`src/rtl/ring_noc_pkg.sv`:
```
// Packet format and width constants shared by the ring interconnect.
package NetworkPkg;

  localparam int NODE_ID_W = 8;   // bounds the ring at 256 stops
  localparam int HOPS_W    = 8;
  localparam int BRT_W     = 4;
  localparam int ADDR_W    = 64;

  typedef struct packed {
    logic [NODE_ID_W-1:0] dest;
    logic [NODE_ID_W-1:0] src;
    logic [HOPS_W-1:0]    hops;
    logic [BRT_W-1:0]     brt;
    logic [ADDR_W-1:0]    addr;
  } pkt_t;

endpackage

```
`src/rtl/ring_inj_fifo.sv`:
```
// Per-node injection FIFO: circular buffer with a registered occupancy count.
// Full/empty are decoded from the registered count only, so a full FIFO is
// reported full even on a cycle in which it pops.
module ring_inj_fifo
  import NetworkPkg::*;
#(
  parameter int DEPTH = 4,
  localparam int PTR_W = $clog2(DEPTH),
  localparam int CNT_W = $clog2(DEPTH + 1)
) (
  input  logic clk,
  input  logic rst,
  input  logic push_i,
  input  pkt_t din_i,
  input  logic pop_i,
  output pkt_t head_o,
  output logic full_o,
  output logic empty_o
);

  pkt_t             mem_q [DEPTH];
  logic [PTR_W-1:0] wr_ptr_q;
  logic [PTR_W-1:0] rd_ptr_q;
  logic [CNT_W-1:0] count_q;
  logic [CNT_W-1:0] count_d;
  logic             do_push;
  logic             do_pop;

  assign full_o  = (count_q == CNT_W'(DEPTH));
  assign empty_o = (count_q == '0);
  assign do_push = push_i && !full_o;
  assign do_pop  = pop_i && !empty_o;
  assign head_o  = mem_q[rd_ptr_q];

  // Occupancy update; simultaneous push and pop leaves the count unchanged.
  always_comb begin
    count_d = count_q;
    case ({do_push, do_pop})
      2'b10:   count_d = count_q + CNT_W'(1);
      2'b01:   count_d = count_q - CNT_W'(1);
      default: count_d = count_q;
    endcase
  end

  // Pointers and count; reset discards all queued entries.
  always_ff @(posedge clk or posedge rst) begin
    if (rst) begin
      wr_ptr_q <= '0;
      rd_ptr_q <= '0;
      count_q  <= '0;
    end else begin
      if (do_push) wr_ptr_q <= wr_ptr_q + PTR_W'(1);
      if (do_pop)  rd_ptr_q <= rd_ptr_q + PTR_W'(1);
      count_q <= count_d;
    end
  end

  // Storage array; contents are don't-care while the count says empty.
  always_ff @(posedge clk) begin
    if (do_push) mem_q[wr_ptr_q] <= din_i;
  end

endmodule

```
`src/rtl/ring_noc.sv`:
```
// Unidirectional ring interconnect: one injection FIFO and one link register
// per stop. Ring traffic always wins over injection; packets never stall once
// on the ring. Optional per-node delivery counters are built only when
// RING_STATS_EN is defined; otherwise delivered_cnt is tied to zero.
module ring_noc
  import NetworkPkg::*;
#(
  parameter int NUM_NODES = 4,
  parameter int INJ_DEPTH = 4,
  localparam int IF_W = $clog2(NUM_NODES * (INJ_DEPTH + 1) + 1)
) (
  input  logic                       clk,
  input  logic                       rst,
  input  pkt_t [NUM_NODES-1:0]       pkt_in,
  input  logic [NUM_NODES-1:0]       pkt_in_valid,
  output logic [NUM_NODES-1:0]       pkt_in_ready,
  output pkt_t [NUM_NODES-1:0]       pkt_out,
  output logic [NUM_NODES-1:0]       pkt_out_valid,
  output logic                       dest_err,
  output logic [IF_W-1:0]            in_flight,
  output logic [NUM_NODES-1:0][31:0] delivered_cnt
);

  pkt_t                 ring_pkt [NUM_NODES];
  logic [NUM_NODES-1:0] ring_vld;
  logic [NUM_NODES-1:0] acc_vec;
  logic [NUM_NODES-1:0] bad_vec;
  logic [NUM_NODES-1:0] ej_vec;
  logic [IF_W-1:0]      acc_cnt;
  logic [IF_W-1:0]      ej_cnt;
  logic [IF_W-1:0]      in_flight_q;
  logic [IF_W-1:0]      in_flight_d;
  logic                 dest_err_q;

  for (genvar gi = 0; gi < NUM_NODES; gi++) begin : g_node
    localparam int PREV = (gi + NUM_NODES - 1) % NUM_NODES;

    logic legal;
    logic accept;
    logic fifo_full;
    logic fifo_empty;
    logic eject;
    logic fwd;
    logic pop;
    pkt_t push_pkt;
    pkt_t head_pkt;
    pkt_t in_pkt;
    logic slot_vld_q;
    logic slot_vld_d;
    pkt_t slot_q;
    pkt_t slot_d;
    logic out_vld_q;
    pkt_t out_q;

    assign in_pkt = ring_pkt[PREV];
    assign legal  = ({24'd0, pkt_in[gi].dest} < 32'(NUM_NODES));
    assign accept = pkt_in_valid[gi] && !fifo_full;

    // Stamp the source id and clear the hop count on entry.
    always_comb begin
      push_pkt      = pkt_in[gi];
      push_pkt.src  = NODE_ID_W'(gi);
      push_pkt.hops = '0;
    end

    ring_inj_fifo #(.DEPTH(INJ_DEPTH)) u_fifo (
      .clk    (clk),
      .rst    (rst),
      .push_i (accept && legal),
      .din_i  (push_pkt),
      .pop_i  (pop),
      .head_o (head_pkt),
      .full_o (fifo_full),
      .empty_o(fifo_empty)
    );

    assign eject = ring_vld[PREV] && (in_pkt.dest == NODE_ID_W'(gi));
    assign fwd   = ring_vld[PREV] && !eject;
    assign pop   = !fwd && !fifo_empty;

    // Link arbitration: pass-through first, then the FIFO head, else empty.
    always_comb begin
      slot_vld_d = 1'b0;
      slot_d     = '0;
      if (fwd) begin
        slot_vld_d  = 1'b1;
        slot_d      = in_pkt;
        slot_d.hops = in_pkt.hops + HOPS_W'(1);
      end else if (pop) begin
        slot_vld_d  = 1'b1;
        slot_d      = head_pkt;
        slot_d.hops = HOPS_W'(1);
      end
    end

    // Link register and registered delivery port.
    always_ff @(posedge clk or posedge rst) begin
      if (rst) begin
        slot_vld_q <= 1'b0;
        slot_q     <= '0;
        out_vld_q  <= 1'b0;
        out_q      <= '0;
      end else begin
        slot_vld_q <= slot_vld_d;
        slot_q     <= slot_d;
        out_vld_q  <= eject;
        if (eject) out_q <= in_pkt;
      end
    end

    assign ring_pkt[gi]      = slot_q;
    assign ring_vld[gi]      = slot_vld_q;
    assign pkt_out[gi]       = out_q;
    assign pkt_out_valid[gi] = out_vld_q;
    assign pkt_in_ready[gi]  = !fifo_full;
    assign acc_vec[gi]       = accept && legal;
    assign bad_vec[gi]       = accept && !legal;
    assign ej_vec[gi]        = eject;

`ifdef RING_STATS_EN
    logic [31:0] dcnt_q;

    // Delivery counter advances with the ejection that raises the pulse.
    always_ff @(posedge clk or posedge rst) begin
      if (rst)        dcnt_q <= '0;
      else if (eject) dcnt_q <= dcnt_q + 32'd1;
    end

    assign delivered_cnt[gi] = dcnt_q;
`else
    assign delivered_cnt[gi] = '0;
`endif
  end

  // Ring-wide accept/eject tallies for the in-flight counter.
  always_comb begin
    acc_cnt = '0;
    ej_cnt  = '0;
    for (int k = 0; k < NUM_NODES; k++) begin
      acc_cnt = acc_cnt + IF_W'(acc_vec[k]);
      ej_cnt  = ej_cnt + IF_W'(ej_vec[k]);
    end
    in_flight_d = in_flight_q + acc_cnt - ej_cnt;
  end

  // In-flight counter and sticky bad-destination flag.
  always_ff @(posedge clk or posedge rst) begin
    if (rst) begin
      in_flight_q <= '0;
      dest_err_q  <= 1'b0;
    end else begin
      in_flight_q <= in_flight_d;
      dest_err_q  <= dest_err_q | (|bad_vec);
    end
  end

  assign in_flight = in_flight_q;
  assign dest_err  = dest_err_q;

endmodule

```
`config.mk`:
```
export PLATFORM = sky130hd
export DESIGN_NAME = ring_noc
export DESIGN_NICKNAME = d
export VERILOG_FILES = /design/src/rtl/ring_noc_pkg.sv /design/src/rtl/ring_inj_fifo.sv /design/src/rtl/ring_noc.sv
export SDC_FILE = /design/constraint.sdc
export NUM_CORES = 2
export LEC_CHECK = 0
export CORE_UTILIZATION = 56
export DETAILED_ROUTE_END_ITERATION = 7
export HOLD_SLACK_MARGIN = 0.1
export PLACE_DENSITY = 0.87
export SKIP_CTS_REPAIR_TIMING = 1
export SLEW_MARGIN = 40
export SYNTH_ARGS = -nofsm -noshare
export SYNTH_HDL_FRONTEND = slang
export SYNTH_SLANG_ARGS = --single-unit
```
`constraint.sdc`:
```
create_clock -name clk -period 32.5 [get_ports clk]
set_input_delay 6.5 -clock clk [delete_from_list [all_inputs] [get_ports clk]]
set_output_delay 6.5 -clock clk [all_outputs]
set_load 0.1 [all_outputs]
```
Word-level counts from Yosys, hierarchy flattened --
Memories as Yosys holds them, arrays and structs flattened. Index checks and enable logic that the tools add are counted. W data, S select, Z words.
Storage, ports and cells: input bits 374, register bits after elaboration 778, memories 4, output and inout port bits 510, word-level logic and storage cells 204, memory bits (writable) 1216
Memory list:
- g_node[0].u_fifo.mem_q | depth 4, bits a word 76, read ports 1, clocked after memory_dff 0, wr ports 1, line ring_inj_fifo.sv:21 | pkt_t mem_q [DEPTH];
- g_node[1].u_fifo.mem_q | depth 4, bits a word 76, read ports 1, clocked after memory_dff 0, wr ports 1, line ring_inj_fifo.sv:21
- g_node[2].u_fifo.mem_q | depth 4, bits a word 76, read ports 1, clocked after memory_dff 0, wr ports 1, line ring_inj_fifo.sv:21
- g_node[3].u_fifo.mem_q | depth 4, bits a word 76, read ports 1, clocked after memory_dff 0, wr ports 1, line ring_inj_fifo.sv:21
Operators by class: add/subtract/negate cells 28, multiplexer cells 28, reductions and logical operators 62, eq/ne operators 15, magnitude comparators 4, bitwise logic cells 1
Operators by type and width (number):
- $mux W92 | 8
- $add A8 B1 Y8 const B | 4
- $logic_and A1 B1 Y1 | 32
- $lt A8 B3 Y1 const B | 4
- $pmux W3 S2 | 4
- $logic_not A1 Y1 | 20
- $add A2 B1 Y2 const B | 8
- $eq A8 B2 Y1 const B | 2
- $mux W1 | 16
- $add A3 B1 Y3 const B | 4
- $eq A3 B3 Y1 const B | 4
- $logic_not A3 Y1 | 4
- $sub A3 B1 Y3 const B | 4
- $add A3 B1 Y4 | 2
- $eq A2 B1 Y1 const B | 4
- $eq A2 B2 Y1 const B | 4
- $eq A8 B1 Y1 const B | 1
- $logic_not A8 Y1 | 1
- $reduce_bool A2 Y1 | 4
- $add A2 B1 Y3 | 2
- $add A5 B4 Y5 | 1
- $sub A5 B4 Y5 | 1
- $add A1 B1 Y2 | 2
- $reduce_or A4 Y1 | 1
- $or A1 B1 Y1 | 1

Depth between registers and ports, before layout --
depth after elaboration 9, mapped depth 13, gate-level depth less buffers 12

Modules after synthesis --
A second synthesis with hierarchy kept.
Second synthesis, totals: cells, all modules 4652, area, all modules 85868.6 um^2
By module, submodules not included:
- ring_inj_fifo | area an instance 13761.9 um^2, cells an instance 519, seq. area each 11225.8 um^2, instances 4
- ring_noc | area an instance 30820.8 um^2, cells an instance 2576, seq. area each 18768.0 um^2, instances 1

Least setup slack after synthesis --
No wires, ideal clock.
path type input-to-reg, start point input pkt_in[272] (netlist bit), end point memory g_node[2].u_fifo.mem_q[0][0] (netlist bit) (enable), stages on the path 4, data required time 32.057 ns, path buffers 0, library setup time 0.443 ns, path slack 22.998 ns, data arrival time 9.060 ns, cell sequence nor4_1 -> nand2_1 -> nor2_1 -> and2_1
Between the ends: word-level cells in the longest chain between the ends 5
RTL lines:
- start, declared | line ring_noc.sv:14 | input pkt_t [NUM_NODES-1:0] pkt_in,
- $lt A8 B3 Y1 | line ring_noc.sv:56 | assign legal = ({24'd0, pkt_in[gi].dest} < 32'(NUM_NODES));
- $logic_and A1 B1 Y1 | line ring_noc.sv:69 | .push_i (accept && legal),
- $logic_and A1 B1 Y1 | line ring_inj_fifo.sv:31 | assign do_push = push_i && !full_o;
- $mux W1 | line ring_inj_fifo.sv:60 | if (do_push) mem_q[wr_ptr_q] <= din_i;
- $mux W1 (implied by the code) | line ring_inj_fifo.sv:60
- end, declared | line ring_inj_fifo.sv:21
No other way between the ends.

Worst setup path after layout --
start point input pkt_in[86] (netlist bit), end point register in_flight_q[2] (netlist: in_flight[2])
Between the ends: word-level cells in the longest chain between the ends 7
RTL lines:
- $lt A8 B3 Y1 | line ring_noc.sv:56
- $logic_and A1 B1 Y1 | line ring_noc.sv:116 | assign acc_vec[gi] = accept && legal;
- $add A1 B1 Y2 | line ring_noc.sv:140 | acc_cnt = acc_cnt + IF_W'(acc_vec[k]);
- $add A2 B1 Y3 | line ring_noc.sv:140
- $add A3 B1 Y4 | line ring_noc.sv:140
- $add A5 B4 Y5 | line ring_noc.sv:143 | in_flight_d = in_flight_q + acc_cnt - ej_cnt;
- $sub A5 B4 Y5 | line ring_noc.sv:143
- via in_flight_d[2] | line ring_noc.sv:32 | logic [IF_W-1:0] in_flight_d;
- end signal, assigned | line ring_noc.sv:152 | in_flight_q <= in_flight_d;
- end, declared | line ring_noc.sv:31 | logic [IF_W-1:0] in_flight_q;
The timed path passes the listed nets, and every way through them passes these cells. A chain may end at the register's enable or synchronous reset.

==> metrics.md <==
| Metric | Value |
|---|---|
| Outcome | `complete, no violations` |
| DRC violation count after routing | `0` |
| Fin worst setup slack | `around 23 ns` |
| Fill count | `7865` |
| Vias | `roughly 40000` |
| Setup TNS | `0 ns` |
| Chip height | `365 um` |
| R2r startpoint | `g_node[0].in_pkt[88]` |
| Peak VDD IR | `0.0596 mV` |
| Slew @ Worst Pin | `0.924 ns` |
| Worst setup path end | `in_flight[2]` |
| Clock slew at reported path FFs | `0.06 ns` |
| WL final | `208000 um` |
| RSZ-0062 raised after global routing | `false` |
| H-tree level count | `4` |
| IO Pins | `884` |
| # rows | `about 130` |
| Fmax | `0.105 GHz` |
| TritonCTS clock tree | `built` |
| Initial antenna violation count | `67` |
| Max Slew Vio Count | `0` |
| Core Region | `130000 sq um` |
| Worst hold start | `g_node[1].slot_q[76]` |
| First-pass GRT wire length | `290000 um` |
| P per Cell Area | `78.0 nW/um^2` |
| Clock share of power | `0.329` |
| Most frequent cells in the layout | `edfxtp_1 (1216), dfrtp_1 (770), buf_2 (369)` |
| IO Port Bufs | `691` |
| Clk Latency, worst-skew pair | `0.86 ns` |
| Net Sw Power | `2.12 mW` |
| #FFs+latches synth | `around 2000` |
| R2R setup slack | `28.54 ns` |
| Starting Density | `0.566` |
| Finished Core Util | `0.669` |
| Vias in the first global route | `40700` |
| Syn Area/Cell | `20.4 sq um` |
| Root buf cell | `clkbuf_16` |
| Crit path DAT | `10.21 ns` |
| Worst relative slew slack | `0.384` |
| GRT overflow | `0` |
| Num CTS Buffers | `approximately 190` |
| Layout net count | `4785` |
| Seq/Total Area, Yosys | `0.761` |
| Post-Synthesis Cells | `3609` |
| Switching share of power | `0.313` |
| Worst Path Max Fanout | `8` |
| Final Skew | `0.0643 ns` |
| Sequential Power Share | `0.467` |
| Hold WC Path Type | `flop to flop` |
| Pleak | `34.3 nW` |
| Die outline area | `approximately 130000 sq um` |
| Final ANT Viol Nets | `0` |
| DR iter-0 viols | `4335` |
| Global Route Usage Sum | `0.314` |
| Post-synth ARST share | `0.390` |
| Reg2Reg Depth | `10` |
| Crit end category | `flop` |
| Die width | `365 um` |
| Storage cell area | `56000 sq um` |
| CP Class | `input port to flop` |
| Clock buffer depth | `3` |
| Final hold vios | `0` |
| Post-synth EDFFs | `1216` |
| Final setup violation count | `0` |
| FF-to-FF End | `in_flight[3]` |
| Final Critical Period | `9.53 ns` |
| Largest net degree at the start of global routing | `107` |
| Vias per cell | `between 6 and 7` |
| Area of the multi-input gates | `16300 sq um` |
| Wirelength per Cell | `32.8 um` |
| Area Growth Syn to Fin | `18.1%` |
| Gpl congestion | `0.829` |
| Commonest non-fill, non-tap cell in the layout | `edfxtp_1` |
| Synth Flop Type | `edfxtp_1` |
| Clock sink count | `1994` |
| Power share of the combinational group | `0.204` |
| CP Data Required Time | `33.18 ns` |
| Ys Warns | `0` |
| Initial DRT Pass Iterations | `7` |
| Startpoint types | `input port` |
| Layout cells sized above 1 | `0.320` |
| Count of cell types in the netlist | `41` |
| Worst Setup SP | `pkt_in[86]` |
| P_int | `between 4 and 5 mW` |
| Post-Synthesis Cell Area | `73600 sq um` |
| Period utilisation layout | `0.293` |
| Dpl hpwl | `~130000 um` |
| Max-cap viol count | `0` |
| Pre-CTS setup slack | `21.81 ns` |
[power groups by stage]
stage	logic, mW	clock network, mW	registers, mW
global placement	1.38	0	3.19
finish	1.38	2.23	3.17
detailed placement	1.37	0	3.21
floorplan	0.699	0	3.46
CTS	1.38	2.25	3.16
global route	1.44	2.34	3.18
[per-stage QoR]
stage	hold WS, ns	area (sq um)	cells	total power [mW]
floorplan	0.449	74100	3736	4.16
global placement	0.448	82000	5914	4.57
detailed placement	0.447	80300	5919	4.57
CTS	0.457	86700	6278	6.80
global route	0.471	86900	6307	6.97
finish	0.453	86900	6325	6.78
[synthesized netlist by cell type, types with 2 or more instances]
master    number  area share
a21boi_0       4     0.00041
a21boi_1       3     0.00031
a22o_1       304       0.036
and2_1        76      0.0065
and3_1         8     0.00068
buf_1         21      0.0011
buf_2         28      0.0019
buf_4        136       0.014
buf_6         12      0.0018
clkbuf_1     119      0.0061
dfrtp_1      778        0.26
edfxtp_1    1216        0.50
fa_1          11      0.0030
ha_1          28      0.0048
inv_1         43      0.0022
mux2_2       340       0.052
mux2i_1        3     0.00041
mux4_2       304       0.093
nand2_1       18     0.00092
nand2b_1       7     0.00060
nand3_1       23      0.0016
nor2_1        39      0.0020
nor3_1         4     0.00027
nor3b_1        3     0.00031
nor4_1         9     0.00077
nor4b_1        2     0.00024
o21a_1         4     0.00041
or3b_2         4     0.00048
xnor2_1       17      0.0020
xor2_1        34      0.0040
[worst min path at each step]
| stage | endpoint | slack (ns) | depth (start not counted) |
|---|---|---|---|
| floorplan | g_node[0].in_pkt[78] | 0.45 | 1 |
| global placement | pkt_out[360] | 0.45 | 1 |
| detailed placement | pkt_out[361] | 0.45 | 1 |
| CTS | g_node[2].slot_q[76] | 0.46 | 1 |
| global route | pkt_out[361] | 0.47 | 1 |
| finish | g_node[2].slot_q[76] | 0.45 | 1 |
[critical path, stage by stage]
cell and delay, ns:
clkdlybuf4s50_1 0.52, nor4_1 0.32, nand2_1 0.16, nor2_2 0.53, fa_1 0.56, fa_1 0.55, inv_1 0.05, fa_1 0.34
inv_1 0.06, ha_1 0.20, fa_1 0.40
[routing by layer]
| layer | wire (um) | vias up | track usage |
|---|---|---|---|
| met2 | 103000 | 2602 | 0.507 |
| li1 | - | 15400 | - |
| met3 | 23400 | 562 | 0.103 |
| met5 | 458 | - | 0 |
| met1 | 72900 | 20900 | 0.393 |
| met4 | 8390 | 72 | 0.133 |
[layout make-up]
cell class / instances / area share
sequential: 1994 / 0.644
timing repair buffer: 761 / 0.0663
tap: 1742 / 0.0251
inverter: 43 / 0.00200
clock inverter: 90 / 0.0113
multi-input combinational: 1383 / 0.188
antenna: 43 / 0.00124
clock buffer: 269 / 0.0623
[cell families (layout without fill, tap and decap cells)]
kind of cell	count (synthesis)	after routing	synth area share
simple gates	197	197	0.0149
mux	647	647	0.145
compound gates	321	321	0.0380
buf+inv	359	1163	0.0269
fa+ha+maj	39	39	0.00775
xor+xnor	51	51	0.00607
flops	1994	1994	0.761
other cells	1	171	0.0000510
[registers in the layout, summed over array words and instances, names as in the netlist]
register	count
g_node.in_pkt	92
g_node.slot_q	276
in_flight	5
g_node.u_fifo.wr_ptr_q	8
g_node.u_fifo.count_q	12
g_node.u_fifo.rd_ptr_q	8
pkt_out	368
g_node.out_vld_q	4
g_node.u_fifo.mem_q	1216
g_node.slot_vld_q	4
dest_err	1
Power figures use the tool's default switching activity.
